==> config.mk <==
export PLATFORM = sky130hd
export DESIGN_NAME = byte_serial_adder_ctrl
export DESIGN_NICKNAME = d
export VERILOG_FILES = /design/src/rtl/byte_serial_adder_ctrl_pkg.sv /design/src/rtl/byte_serial_adder_ctrl_adder.sv /design/src/rtl/byte_serial_adder_ctrl.sv
export SDC_FILE = /design/constraint.sdc
export NUM_CORES = 1
export LEC_CHECK = 0
export CORE_MARGIN = 3
export CORE_UTILIZATION = 53
export DETAILED_ROUTE_END_ITERATION = 8
export PLACE_DENSITY = 0.85
export SETUP_SLACK_MARGIN = 0.02
export SLEW_MARGIN = 20
export SYNTH_ARGS = -nofsm -noshare
export SYNTH_HDL_FRONTEND = slang
export SYNTH_SLANG_ARGS = --single-unit
==> constraint.sdc <==
create_clock -name clk -period 11.6 [get_ports clk]
set_input_delay 2.9 -clock clk [delete_from_list [all_inputs] [get_ports clk]]
set_output_delay 2.9 -clock clk [all_outputs]
set_load 0.05 [all_outputs]
==> src/rtl/byte_serial_adder_ctrl_pkg.sv <==
// Shared types and helpers for the byte-serial adder front-end.
// Used by byte_serial_adder_ctrl (SUBTRACT_EN selects the subtract option).
package byte_serial_add_pkg;

    localparam int BYTE_W = 8;

    typedef enum logic [1:0] {
        IDLE = 2'd0,
        ADD  = 2'd1,
        DONE = 2'd2
    } state_t;

    // Byte index width, never narrower than one bit.
    function automatic int clog2(input int n);
        int r;
        r = 0;
        for (int i = 0; i < 31; i++) begin
            if ((1 << i) < n) r = i + 1;
        end
        return (r < 1) ? 1 : r;
    endfunction

endpackage

==> src/rtl/byte_serial_adder_ctrl_adder.sv <==
// 8-bit generate/propagate carry adder with an enable gate.
// Outputs are forced to zero while enable is low.
module parallel_carry_adder_8bit_with_enable (
    input  logic       enable,
    input  logic [7:0] a,
    input  logic [7:0] b,
    input  logic       cin,
    output logic [7:0] sum,
    output logic       cout
);

    logic [7:0] g;
    logic [7:0] p;
    logic [8:0] c;

    assign g = a & b;
    assign p = a ^ b;

    always_comb begin
        c    = '0;
        c[0] = cin;
        for (int i = 0; i < 8; i++) begin
            c[i+1] = g[i] | (p[i] & c[i]);
        end
    end

    assign sum  = enable ? (p ^ c[7:0]) : 8'h00;
    assign cout = enable & c[8];

endmodule

==> src/rtl/byte_serial_adder_ctrl.sv <==
// Byte-serial wide adder: feeds one 8-bit adder LSB byte first.
// Define SUBTRACT_EN to add the in_sub port (A-B via inverted B, carry 1).
module byte_serial_adder_ctrl
    import byte_serial_add_pkg::*;
#(
    parameter int NBYTES = 4
) (
    input  logic                     clk,
    input  logic                     rst,
    input  logic                     in_valid,
    output logic                     in_ready,
    input  logic [BYTE_W*NBYTES-1:0] in_a,
    input  logic [BYTE_W*NBYTES-1:0] in_b,
    input  logic                     in_cin,
`ifdef SUBTRACT_EN
    input  logic                     in_sub,
`endif
    output logic                     out_valid,
    input  logic                     out_ready,
    output logic [BYTE_W*NBYTES-1:0] out_sum,
    output logic                     out_cout,
    output logic                     busy
);

    localparam int W  = BYTE_W * NBYTES;
    localparam int IW = clog2(NBYTES);
    localparam logic [IW-1:0] LAST = IW'(NBYTES - 1);

    state_t          state;
    logic [IW-1:0]   idx;
    logic            carry;
    logic [W-1:0]    a_q;
    logic [W-1:0]    b_q;

    logic            inv;
    logic            first_carry;
    logic            add_en;
    logic [7:0]      add_a;
    logic [7:0]      add_b;
    logic            add_cin;
    logic [7:0]      add_sum;
    logic            add_cout;

`ifdef SUBTRACT_EN
    logic            sub_q;

    assign inv         = sub_q;
    assign first_carry = in_sub ? 1'b1 : in_cin;
`else
    assign inv         = 1'b0;
    assign first_carry = in_cin;
`endif

    assign in_ready = (state == IDLE);
    assign add_en   = (state == ADD);

    // The adder only sees operand bytes while ADD is active.
    always_comb begin
        add_a   = '0;
        add_b   = '0;
        add_cin = 1'b0;
        if (add_en) begin
            add_a   = a_q[idx*BYTE_W +: BYTE_W];
            add_b   = b_q[idx*BYTE_W +: BYTE_W] ^ {BYTE_W{inv}};
            add_cin = carry;
        end
    end

    parallel_carry_adder_8bit_with_enable u_adder (
        .enable (add_en),
        .a      (add_a),
        .b      (add_b),
        .cin    (add_cin),
        .sum    (add_sum),
        .cout   (add_cout)
    );

    always_ff @(posedge clk) begin
        if (rst) begin
            state     <= IDLE;
            idx       <= '0;
            carry     <= 1'b0;
            a_q       <= '0;
            b_q       <= '0;
            out_sum   <= '0;
            out_cout  <= 1'b0;
            out_valid <= 1'b0;
            busy      <= 1'b0;
`ifdef SUBTRACT_EN
            sub_q     <= 1'b0;
`endif
        end else begin
            unique case (state)
                IDLE: begin
                    if (in_valid) begin
                        a_q   <= in_a;
                        b_q   <= in_b;
                        carry <= first_carry;
                        idx   <= '0;
                        busy  <= 1'b1;
                        state <= ADD;
`ifdef SUBTRACT_EN
                        sub_q <= in_sub;
`endif
                    end
                end
                ADD: begin
                    out_sum[idx*BYTE_W +: BYTE_W] <= add_sum;
                    carry <= add_cout;
                    idx   <= idx + IW'(1);
                    if (idx == LAST) begin
                        idx       <= '0;
                        out_cout  <= add_cout;
                        out_valid <= 1'b1;
                        state     <= DONE;
                    end
                end
                DONE: begin
                    if (out_ready) begin
                        out_valid <= 1'b0;
                        busy      <= 1'b0;
                        state     <= IDLE;
                    end
                end
                default: begin
                    state <= IDLE;
                end
            endcase
        end
    end

endmodule

# [After elaboration in Yosys (flattened, before gate mapping)]
# Index checks and enable logic that the tools add are counted.
[classes] add_sub_neg=2 n_eq_ne=6 shift=4 muxes=19 bitwise_logic=20 n_reduce_logical=10
[op_table] op="$shiftx 32x6->8" n=2
[op_table] op="$neg 5->34" n=1
[op_table] op="$shift 8x34->32 const A" n=1
[op_table] op="$shiftx 8x34->32" n=1
[op_table] op="$bwmux 32" n=1
[op_table] op="$mux 8" n=3
[op_table] op="$xor 8x8->8" n=2
[op_table] op="$mux 2" n=5
[op_table] op="$and 1x1->1" n=9
[op_table] op="$reduce_and 3->1" n=3
[op_table] op="$and 8x8->8" n=1
[op_table] op="$or 1x1->1" n=8
[op_table] op="$ne 2x2->1 const B" n=3
[op_table] op="$pmux 1 s2" n=3
[op_table] op="$pmux 2 s3" n=1
[op_table] op="$reduce_and 2->1" n=3
[op_table] op="$reduce_bool 2->1" n=3
[op_table] op="$mux 1" n=5
[op_table] op="$eq 2x2->1 const B" n=2
[op_table] op="$pmux 2 s2" n=1
[op_table] op="$add 2x1->2 const B" n=1
[op_table] op="$eq 2x1->1 const B" n=1
[op_table] op="$logic_not 2->1" n=1
[word_totals] ff_bits=104 in_bits=69 out_inout_bits=36 wordCells=70

# [Depth between registers and ports, before layout]
# Gate-level depths: netlist (run 1).
[depth] word_depth=21 depth_mapped=15 ltp_nobuf=13

# [Hierarchy]
# A second synthesis (run 1) with hierarchy kept.
[unflattened] cells_unflattened=520 area_unflattened_um2=4653.2
[by_module_without_submodules] module="byte_serial_adder_ctrl" instances=1 cells_each=488 area_each_um2=4379.2 seq_area_each_um2=2082.0
[by_module_without_submodules] module="parallel_carry_adder_8bit_with_enable" instances=1 cells_each=32 area_each_um2=274.0 seq_area_each_um2=0.0

# [Worst setup path after synthesis (run 1)]
# OpenSTA, ideal clock, no wires.
[synth_timing] path_type="reg2reg" startpoint="reg idx[0]" endpoint="reg out_sum[23]" setup_time_ns=0.117 arrival_ns=4.219 t_required_ns=11.483 path_slack_ns=7.264 path_stages_with_launch=15 n_path_buf=1 period_less_slack_ns=4.336 path_cell_list="dfxtp_1 > buf_4 > mux4_2 > and2_1 > fa_1 > inv_1 > fa_1 > fa_1 > fa_1 > fa_1 > fa_1 > fa_1 > fa_1 > nor2_1 > a22o_1"
[synth_via] elab_chain_len=21 word_cells_on_any_way=26 classes_between="1 x add/sub; 4 x shift; 4 x mux; 17 x bitwise"
[synth_lines] item="start, declared" line_no="byte_serial_adder_ctrl.sv:30" rtl="logic [IW-1:0] idx;"
[synth_lines] item="start signal, assigned" line_no="byte_serial_adder_ctrl.sv:110" rtl="idx <= idx + IW'(1);"
[synth_lines] item="$shiftx 32x6->8, on equally long branches" line_no="byte_serial_adder_ctrl.sv:63, byte_serial_adder_ctrl.sv:64"
[synth_lines] item="$mux 8" line_no="byte_serial_adder_ctrl.sv:62" rtl="if (add_en) begin"
[synth_lines] item="$xor 8x8->8" line_no="byte_serial_adder_ctrl_adder.sv:17" rtl="assign p = a ^ b;"
[synth_lines] item="$and 1x1->1" line_no="byte_serial_adder_ctrl_adder.sv:23" rtl="c[i+1] = g[i] | (p[i] & c[i]);"
[synth_lines] item="$or 1x1->1" line_no="byte_serial_adder_ctrl_adder.sv:23"
[synth_lines] item="$and 1x1->1" line_no="byte_serial_adder_ctrl_adder.sv:23"
[synth_lines] item="$or 1x1->1" line_no="byte_serial_adder_ctrl_adder.sv:23"
[synth_lines] item="$and 1x1->1" line_no="byte_serial_adder_ctrl_adder.sv:23"
[synth_lines] item="(+5 left out)"
[synth_lines] item="$and 1x1->1" line_no="byte_serial_adder_ctrl_adder.sv:23"
[synth_lines] item="$or 1x1->1" line_no="byte_serial_adder_ctrl_adder.sv:23"
[synth_lines] item="$and 1x1->1" line_no="byte_serial_adder_ctrl_adder.sv:23"
[synth_lines] item="$or 1x1->1" line_no="byte_serial_adder_ctrl_adder.sv:23"
[synth_lines] item="$xor 8x8->8" line_no="byte_serial_adder_ctrl_adder.sv:27" rtl="assign sum = enable ? (p ^ c[7:0]) : 8'h00;"
[synth_lines] item="$mux 8" line_no="byte_serial_adder_ctrl_adder.sv:27"
[synth_lines] item="$shiftx 8x34->32" line_no="byte_serial_adder_ctrl.sv:108" rtl="out_sum[idx*BYTE_W +: BYTE_W] <= add_sum;"
[synth_lines] item="$bwmux 32 (*)" line_no="byte_serial_adder_ctrl.sv:108"
[synth_lines] item="end signal, assigned by index" line_no="byte_serial_adder_ctrl.sv:108"
[synth_lines] item="end, declared" line_no="byte_serial_adder_ctrl.sv:20" rtl="output logic [BYTE_W*NBYTES-1:0] out_sum,"
# Mark *: on every way between the ends. The rest lies on a longest branch, timed or not.
# A chain may end at the register's enable or synchronous reset.

# [Worst setup path after layout (run 1)]
[layout_timing] startpoint="reg state[0]" endpoint="reg out_sum[7]"
[layout_via] elab_chain_len=21 word_cells_on_any_way=24 classes_between="1 x eq/ne; 1 x shift; 5 x mux; 17 x bitwise"
[layout_lines] item="start, declared" line_no="byte_serial_adder_ctrl.sv:29" rtl="state_t state;"
[layout_lines] item="start signal, assigned" line_no="byte_serial_adder_ctrl.sv:80" rtl="state <= IDLE;"
[layout_lines] item="start signal, assigned" line_no="byte_serial_adder_ctrl.sv:101" rtl="state <= ADD;"
[layout_lines] item="start signal, assigned" line_no="byte_serial_adder_ctrl.sv:115" rtl="state <= DONE;"
[layout_lines] item="$eq 2x1->1 (*)" line_no="byte_serial_adder_ctrl.sv:55, byte_serial_adder_ctrl.sv:93"
[layout_lines] item="$mux 8" line_no="byte_serial_adder_ctrl.sv:62"
[layout_lines] item="$xor 8x8->8" line_no="byte_serial_adder_ctrl_adder.sv:17"
[layout_lines] item="$and 1x1->1" line_no="byte_serial_adder_ctrl_adder.sv:23"
[layout_lines] item="$or 1x1->1" line_no="byte_serial_adder_ctrl_adder.sv:23"
[layout_lines] item="$and 1x1->1" line_no="byte_serial_adder_ctrl_adder.sv:23"
[layout_lines] item="$or 1x1->1" line_no="byte_serial_adder_ctrl_adder.sv:23"
[layout_lines] item="$and 1x1->1" line_no="byte_serial_adder_ctrl_adder.sv:23"
[layout_lines] item="(+5 left out)"
[layout_lines] item="$and 1x1->1" line_no="byte_serial_adder_ctrl_adder.sv:23"
[layout_lines] item="$or 1x1->1" line_no="byte_serial_adder_ctrl_adder.sv:23"
[layout_lines] item="$and 1x1->1" line_no="byte_serial_adder_ctrl_adder.sv:23"
[layout_lines] item="$or 1x1->1" line_no="byte_serial_adder_ctrl_adder.sv:23"
[layout_lines] item="$xor 8x8->8" line_no="byte_serial_adder_ctrl_adder.sv:27"
[layout_lines] item="$mux 8" line_no="byte_serial_adder_ctrl_adder.sv:27"
[layout_lines] item="$shiftx 8x34->32" line_no="byte_serial_adder_ctrl.sv:108"
[layout_lines] item="$bwmux 32" line_no="byte_serial_adder_ctrl.sv:108"
# Marks and branches as above.

==> results of run 1 <==
[area by class of cell]
cell class                      instances  area share (%)
Clock buffer                           10            2.49
Timing Repair Buffer                  108            19.3
Clock inverter                          6           0.906
Inverter                                5           0.340
Sequential cell                       104            37.7
Tap cell                              102            2.31
Multi-Input combinational cell        318            37.0
[state kept, by name, summed over array words and instances, names as in the netlist]
| name | cells |
|---|---|
| out_sum | 32 |
| state | 2 |
| idx | 2 |
| a_q | 32 |
| b_q | 32 |
| carry | 1 |
| out_valid | 1 |
| busy | 1 |
| out_cout | 1 |
[synthesized netlist by cell type (3+ instances only)]
cell type	instances	area share, %
clkbuf_1	11	0.95
nand2_1	145	13
a21oi_1	74	8.5
nor2b_1	4	0.58
inv_1	5	0.43
fa_1	8	3.7
buf_6	7	1.8
a22o_1	32	6.5
dfxtp_1	104	48
ha_1	4	1.2
mux4_2	16	8.3
nor2_1	11	0.95
buf_2	14	1.6
and2_1	3	0.43
o21ai_0	3	0.35
[power groups by stage]
stage               clock, uW  combinational [uW]  sequential (uW)
floorplan                   0                60.5              389
detailed placement          0                96.6              389
finish                    212                96.8              381
CTS                       216                97.1              381
global route              229                 107              383
global placement            0                94.4              388
[cell usage in the layout (no fill, tap or decap), types with 3 or more instances in the layout]
master / n
fa_1: 8
ha_1: 4
a22o_1: 32
buf_4: 4
inv_6: 3
inv_1: 5
o21ai_0: 3
nor2_1: 11
a21oi_1: 74
nor2b_1: 3
nand2_1: 145
clkdlybuf4s50_1: 103
clkbuf_8: 10
and2_1: 3
dfxtp_1: 104
mux4_2: 16
[routing by layer]
layer	track usage [%]	wire length, um	vias up
met4	9.11	216	0
met5	0	0	-
li1	-	-	1739
met2	38.0	4940	142
met1	31.2	4300	1680
met3	3.25	676	18
[metrics by stage]
step	worst slack (ns)	instance area, um2
detailed placement	6.41	5340
finish	6.34	5520
global route	6.09	5520
floorplan	7.26	4340
global placement	6.57	5330
CTS	6.37	5520
[worst min-delay path by stage]
stage            start       to  slack (ns)
6_report        b_q[5]   b_q[5]        0.46
5_1_grt         b_q[5]   b_q[5]        0.48
4_1_cts        b_q[25]  b_q[25]        0.46
3_5_place_dp   b_q[25]  b_q[25]        0.45
3_3_place_gp    b_q[7]   b_q[7]        0.44
2_1_floorplan  a_q[16]  a_q[16]        0.43
[worst register-to-register path: cells and delay by family, from the launching register on]
family,cells,cell delay (ns)
adder cells (fa/ha/maj),8,2.94
buffers and inverters,1,0.05
flip-flops,1,0.63
AO/OA/AOI/OAI,1,0.20
AND/OR/NAND/NOR,3,1.39
[logic make-up after synthesis]
family                     after synthesis
AOI/OAI and AO/OA                      114
buffers and inverters                   39
and+or+nand+nor                        176
DFF                                    104
adders and majority gates               12
muxes                                   16
==> impl_metrics.toml, run 1 <==
[pwr]
power_frac_seq_pct = 55.2
combinationalPowerShare_pct = 14.0
internal_power_uw = 506
ir_drop_mv = 0.0616
switching_power_uw = 185
powerDensity_mw_per_mm2 = 125
clockPowerShare_pct = 30.7
fin_total_pwr_uw = 690
p_leak_uw = 0.00196
swShare_pct = 26.8

[cells_and_area]
fillers = 605
drive_gt1_share_pct = 8.35
fin_util_pct = 70.4
multiInputGateArea_mm2 = 0.00204
fin_cells = 653
syn_to_final_growth_pct = 27.4
num_antenna_cells = 0
nets = 627
regArea_mm2 = 0.00208

[floorplan]
fp.dieW_um = 96.5
start_util_pct = 55.3
fp.dieH_um = 96.5
dieArea_mm2 = 0.00930
fp.coreArea_mm2 = 0.00785
ios = 105
fp-row-count = 32

[synth]
synth_top_family_by_area = "simple AND/OR/NAND/NOR gates"
yosys_warnings = 0
async_reset_ff_share_pct = 0
synth_edf_count = 0
syn_inst = 461
synth_seq_cells = 104
synth_fa_ha_area_share_pct = 4.85
syn-mean-instance-area_um2 = 9.41
synth-compound-area-share_pct = 16.4
synth_seq_area_share_pct = 48.0
yosys.area_share.xor_xnor_pct = 0
synth_cell_type_count = 31
synth_ff_type = "dfxtp_1"
synthSimpleGateAreaFrac_pct = 17.3
syn_nets = 542
synth.area.mux_share_pct = 8.31
syn_area_mm2 = 0.00434

[sta]
drv_slew = 0
setup-violations-final = 0
min_period_ns = 5.26
rsz0062_at_grt = "false"
finalCritPeriodShare_pct = 45.3
worstMarginPinSlew_ns = 0.918
clock_skew_ns = 0.0131
finalHoldViolations = 0
fmaxAchievable_ghz = 0.190
setup_tns_ns = 0
fin_hold_ws_ns = 0.457
maxSlewHeadroom_pct = 38.5

[worst_setup_path]
worst-path-buf-inv = 1
critPathLaunchType = "register"
crit_path_max_fanout = 27
ff2ff_setup_slack_ns = 6.34
rr_endpoint = "out_sum[7]"
max_stage_delay_ns = 0.85
worstPathRequired_ns = 11.91
crit_top_cell = "fa_1"
cp.arrival_ns = 5.56
end_kind = "register"
crit_slowest_cell = "nor2b_2"
cp.depth = 13
r2r_cells = 13
rr_startpoint = "state[0]"
startpoint = "state[0]"
crit_chain = "nor2b_2 -> and2_1 -> fa_1 -> inv_1 -> fa_1 -> fa_1 -> fa_1 -> fa_1 -> fa_1 -> fa_1 -> fa_1 -> nor2_1 -> a22o_1"
crit_path_end = "out_sum[7]"
critical_path.top_delay_family = "adder cells"
critPathKind = "register to register"

[routing]
routed_wl_mm = 10.1
first_iter_violations = 215
vias = 3579
route.detailed.drc = 0
wl_per_cell_um = 15.5
drtAntennaViolNets = 0
dr.pass1.iters = 5
viasPerCell = 5.48

[placement]
dp_hpwl_mm = 7.31
placed_cells = 637
place.gp.congestion = 0.812
port_buffers = 104

[outcome]
status = "finished clean"

[run]
maxCapViolCount = 0

[global_route]
grt_pass1_wl_mm = 16.5
grt_pass1_vias = 3426
antenna_found_initial = 0
grt_max_degree = 85
grt.total_usage_pct = 23.2
grt-ovfl-total = 0

[clocking]
htreeDepth = 3
ctsResizeCount = 0
cts_buffers = 9
holdBufCountCts = 0
clk_pin_slew_ns = 0.10
post_cts_buffers = 0
insertion_delay_ns = 0.37
cts_tree = "done"
cts_sinks = 104
clockBufferDepth = 2
root_buffer = "clkbuf_8"

[min_path]
holdCritPathClass = "register to register"
whs_path_depth = 2
Power figures use the tool's default switching activity.
==> run 2: changes to the inputs <==
--- a/config.mk
+++ b/config.mk
@@ -6,9 +6,9 @@
 export NUM_CORES = 1
 export LEC_CHECK = 0
 export CORE_MARGIN = 3
-export CORE_UTILIZATION = 53
+export CORE_UTILIZATION = 45
 export DETAILED_ROUTE_END_ITERATION = 8
-export PLACE_DENSITY = 0.85
+export PLACE_DENSITY = 0.77
 export SETUP_SLACK_MARGIN = 0.02
 export SLEW_MARGIN = 20
 export SYNTH_ARGS = -nofsm -noshare
==> constraint.sdc (replaced) <==
create_clock -name clk -period 4.2 [get_ports clk]
set_input_delay 1.05 -clock clk [delete_from_list [all_inputs] [get_ports clk]]
set_output_delay 1.05 -clock clk [all_outputs]
set_load 0.05 [all_outputs]
==> run 2 against run 1 <==
Effect of this change: via count decreased by 0.59%; design area increased by 2.2%; core utilization decreased by 9.6 points; largest power group unchanged; highest routed layer unchanged.
==> impl_metrics.toml, run 2 (same netlist as run 1, synthesis figures left out) <==
[outcome]
status = "finished clean"

[global_route]
grt_max_degree = 66
grt-ovfl-total = 0
grt_pass1_wl_mm = 16.8
grt_pass1_vias = 3531
grt.total_usage_pct = 18.9
antenna_found_initial = 0

[sta]
min_period_ns = 4.04
setup_tns_ns = 0
worstMarginPinSlew_ns = 0.741
drv_slew = 0
finalHoldViolations = 0
finalCritPeriodShare_pct = 96.3
maxSlewHeadroom_pct = 50.6
fmaxAchievable_ghz = 0.247
setup-violations-final = 0
rsz0062_at_grt = "false"
clock_skew_ns = 0.0114

[routing]
vias = 3558
viasPerCell = 5.18
wl_per_cell_um = 14.7
dr.pass1.iters = 5
drtAntennaViolNets = 0
first_iter_violations = 175
wl_met2_mm = 4.92
route.met3.wl_um = 504
top_layer_used = "met4"
routed_wl_mm = 10.1
route.detailed.drc = 0
wl_met1_mm = 4.60

[cells_and_area]
num_antenna_cells = 0
reg.largest.list = "a_q x32, b_q x32, out_sum x32"
final_cell_mix = "nand2_1 (145), dfxtp_1 (103), clkdlybuf4s50_1 (103), a21oi_1 (74), a22o_1 (32)"
nets = 634
final_common_cell = "nand2_1"
drive_gt1_share_pct = 11.1
syn_to_final_growth_pct = 30.2

[placement]
place.gp.congestion = 0.874
port_buffers = 104
dp_hpwl_mm = 7.82

[floorplan]
dieArea_mm2 = 0.0109
start_util_pct = 46.7
fp.dieW_um = 104
fp.dieH_um = 104
fp-row-count = 35
ios = 105
fp.coreArea_mm2 = 0.00928

[pwr]
powerDensity_mw_per_mm2 = 346
p_leak_uw = 0.00202
fin_total_pwr_uw = 1950
ir_drop_mv = 0.181

[worst_setup_path]
critPathLaunchType = "register"
r2r_cells = 13
critPathKind = "register to register"
rr_endpoint = "out_sum[23]"
rr_startpoint = "idx[0]"
crit_path_max_fanout = 4
end_kind = "register"
worstPathRequired_ns = 4.46
crit_path_end = "out_sum[23]"
cp.arrival_ns = 4.30
startpoint = "idx[0]"
ff2ff_setup_slack_ns = 0.16

[clocking]
insertion_delay_ns = 0.36
htreeDepth = 3
holdBufCountCts = 0
root_buffer = "clkbuf_8"
clk_pin_slew_ns = 0.10
cts_tree = "done"
post_cts_buffers = 0
cts_buffers = 9
clockBufferDepth = 2
cts_sinks = 104

[min_path]
holdCritPathClass = "register to register"

[run]
maxCapViolCount = 0
==> run 2: cell types whose count changed in the layout (fill, tap and decap cells not counted), moves of 2 or more <==
cell,previous run,this run
buf_4,4,11
clkinv_2,0,2
clkinvlp_4,2,0
fa_1,8,2
fa_2,0,6
==> run 2: worst min path at each step <==
| stage | startpoint | end | slack, ns | cells past startpoint |
|---|---|---|---|---|
| after CTS | b_q[17] | b_q[17] | 0.46 | 2 |
| final | b_q[4] | b_q[4] | 0.46 | 2 |
| after global routing | b_q[17] | b_q[17] | 0.47 | 2 |
| after detailed placement | b_q[17] | b_q[17] | 0.44 | 2 |
| after global placement | b_q[14] | b_q[14] | 0.44 | 2 |
| after floorplan | a_q[16] | a_q[16] | 0.43 | 2 |
==> run 2: per-layer routing <==
layer | vias to the layer above | global-route usage [%]
met2 | 113 | 32.0
met1 | 1676 | 24.6
met5 | - | 0
li1 | 1761 | -
met3 | 8 | 3.79
met4 | 0 | 5.79
==> run 2: layout make-up <==
cell class	count	area (um2)
Tap cell	129	161
Clock buffer	9	124
Timing Repair Buffer	115	1120
Multi-Input combinational cell	318	2060
Inverter	5	18.8
Fill cell	811	3640
Sequential cell	104	2080
Clock inverter	7	77.6
==> run 2: timing repair <==
item / 4_1_cts / 5_1_grt
setup endpoints to repair: 4 / 5
gates resized for setup: 2 / 4
endpoints found under the hold margin: 0 / 0
==> run 2: critical path: stages, from the launching register on <==
cell	delay [ns]
dfxtp_2	0.36
mux4_2	0.32
and2_1	0.14
fa_1	0.17
inv_1	0.05
fa_2	0.35
fa_2	0.35
fa_2	0.35
fa_2	0.35
fa_2	0.35
fa_2	0.34
fa_1	0.50
nor2_2	0.06
a22o_1	0.25
==> run 2: per-stage QoR <==
step | hold WS, ns | std cells | setup slack [ns] | util [%] | instance area (um2)
detailed placement | 0.444 | 671 | 0.0166 | 58.5 | 5430
floorplan | 0.433 | 461 | 0.0542 | - | 4350
global route | 0.472 | 687 | 0.0317 | 60.8 | 5650
global placement | 0.440 | 671 | 0.0806 | 58.5 | 5430
finish | 0.461 | 687 | 0.156 | 60.8 | 5650
CTS | 0.457 | 687 | 0.0428 | 60.7 | 5640
==> run 2: power by group <==
part / switching, uW / leakage, uW / internal [uW] / total, uW
clock network: 344 / 0.000106 / 283 / 627
logic: 140 / 0.00107 / 134 / 274
registers: 23.2 / 0.000849 / 1030 / 1050
total: 507 / 0.00202 / 1450 / 1950
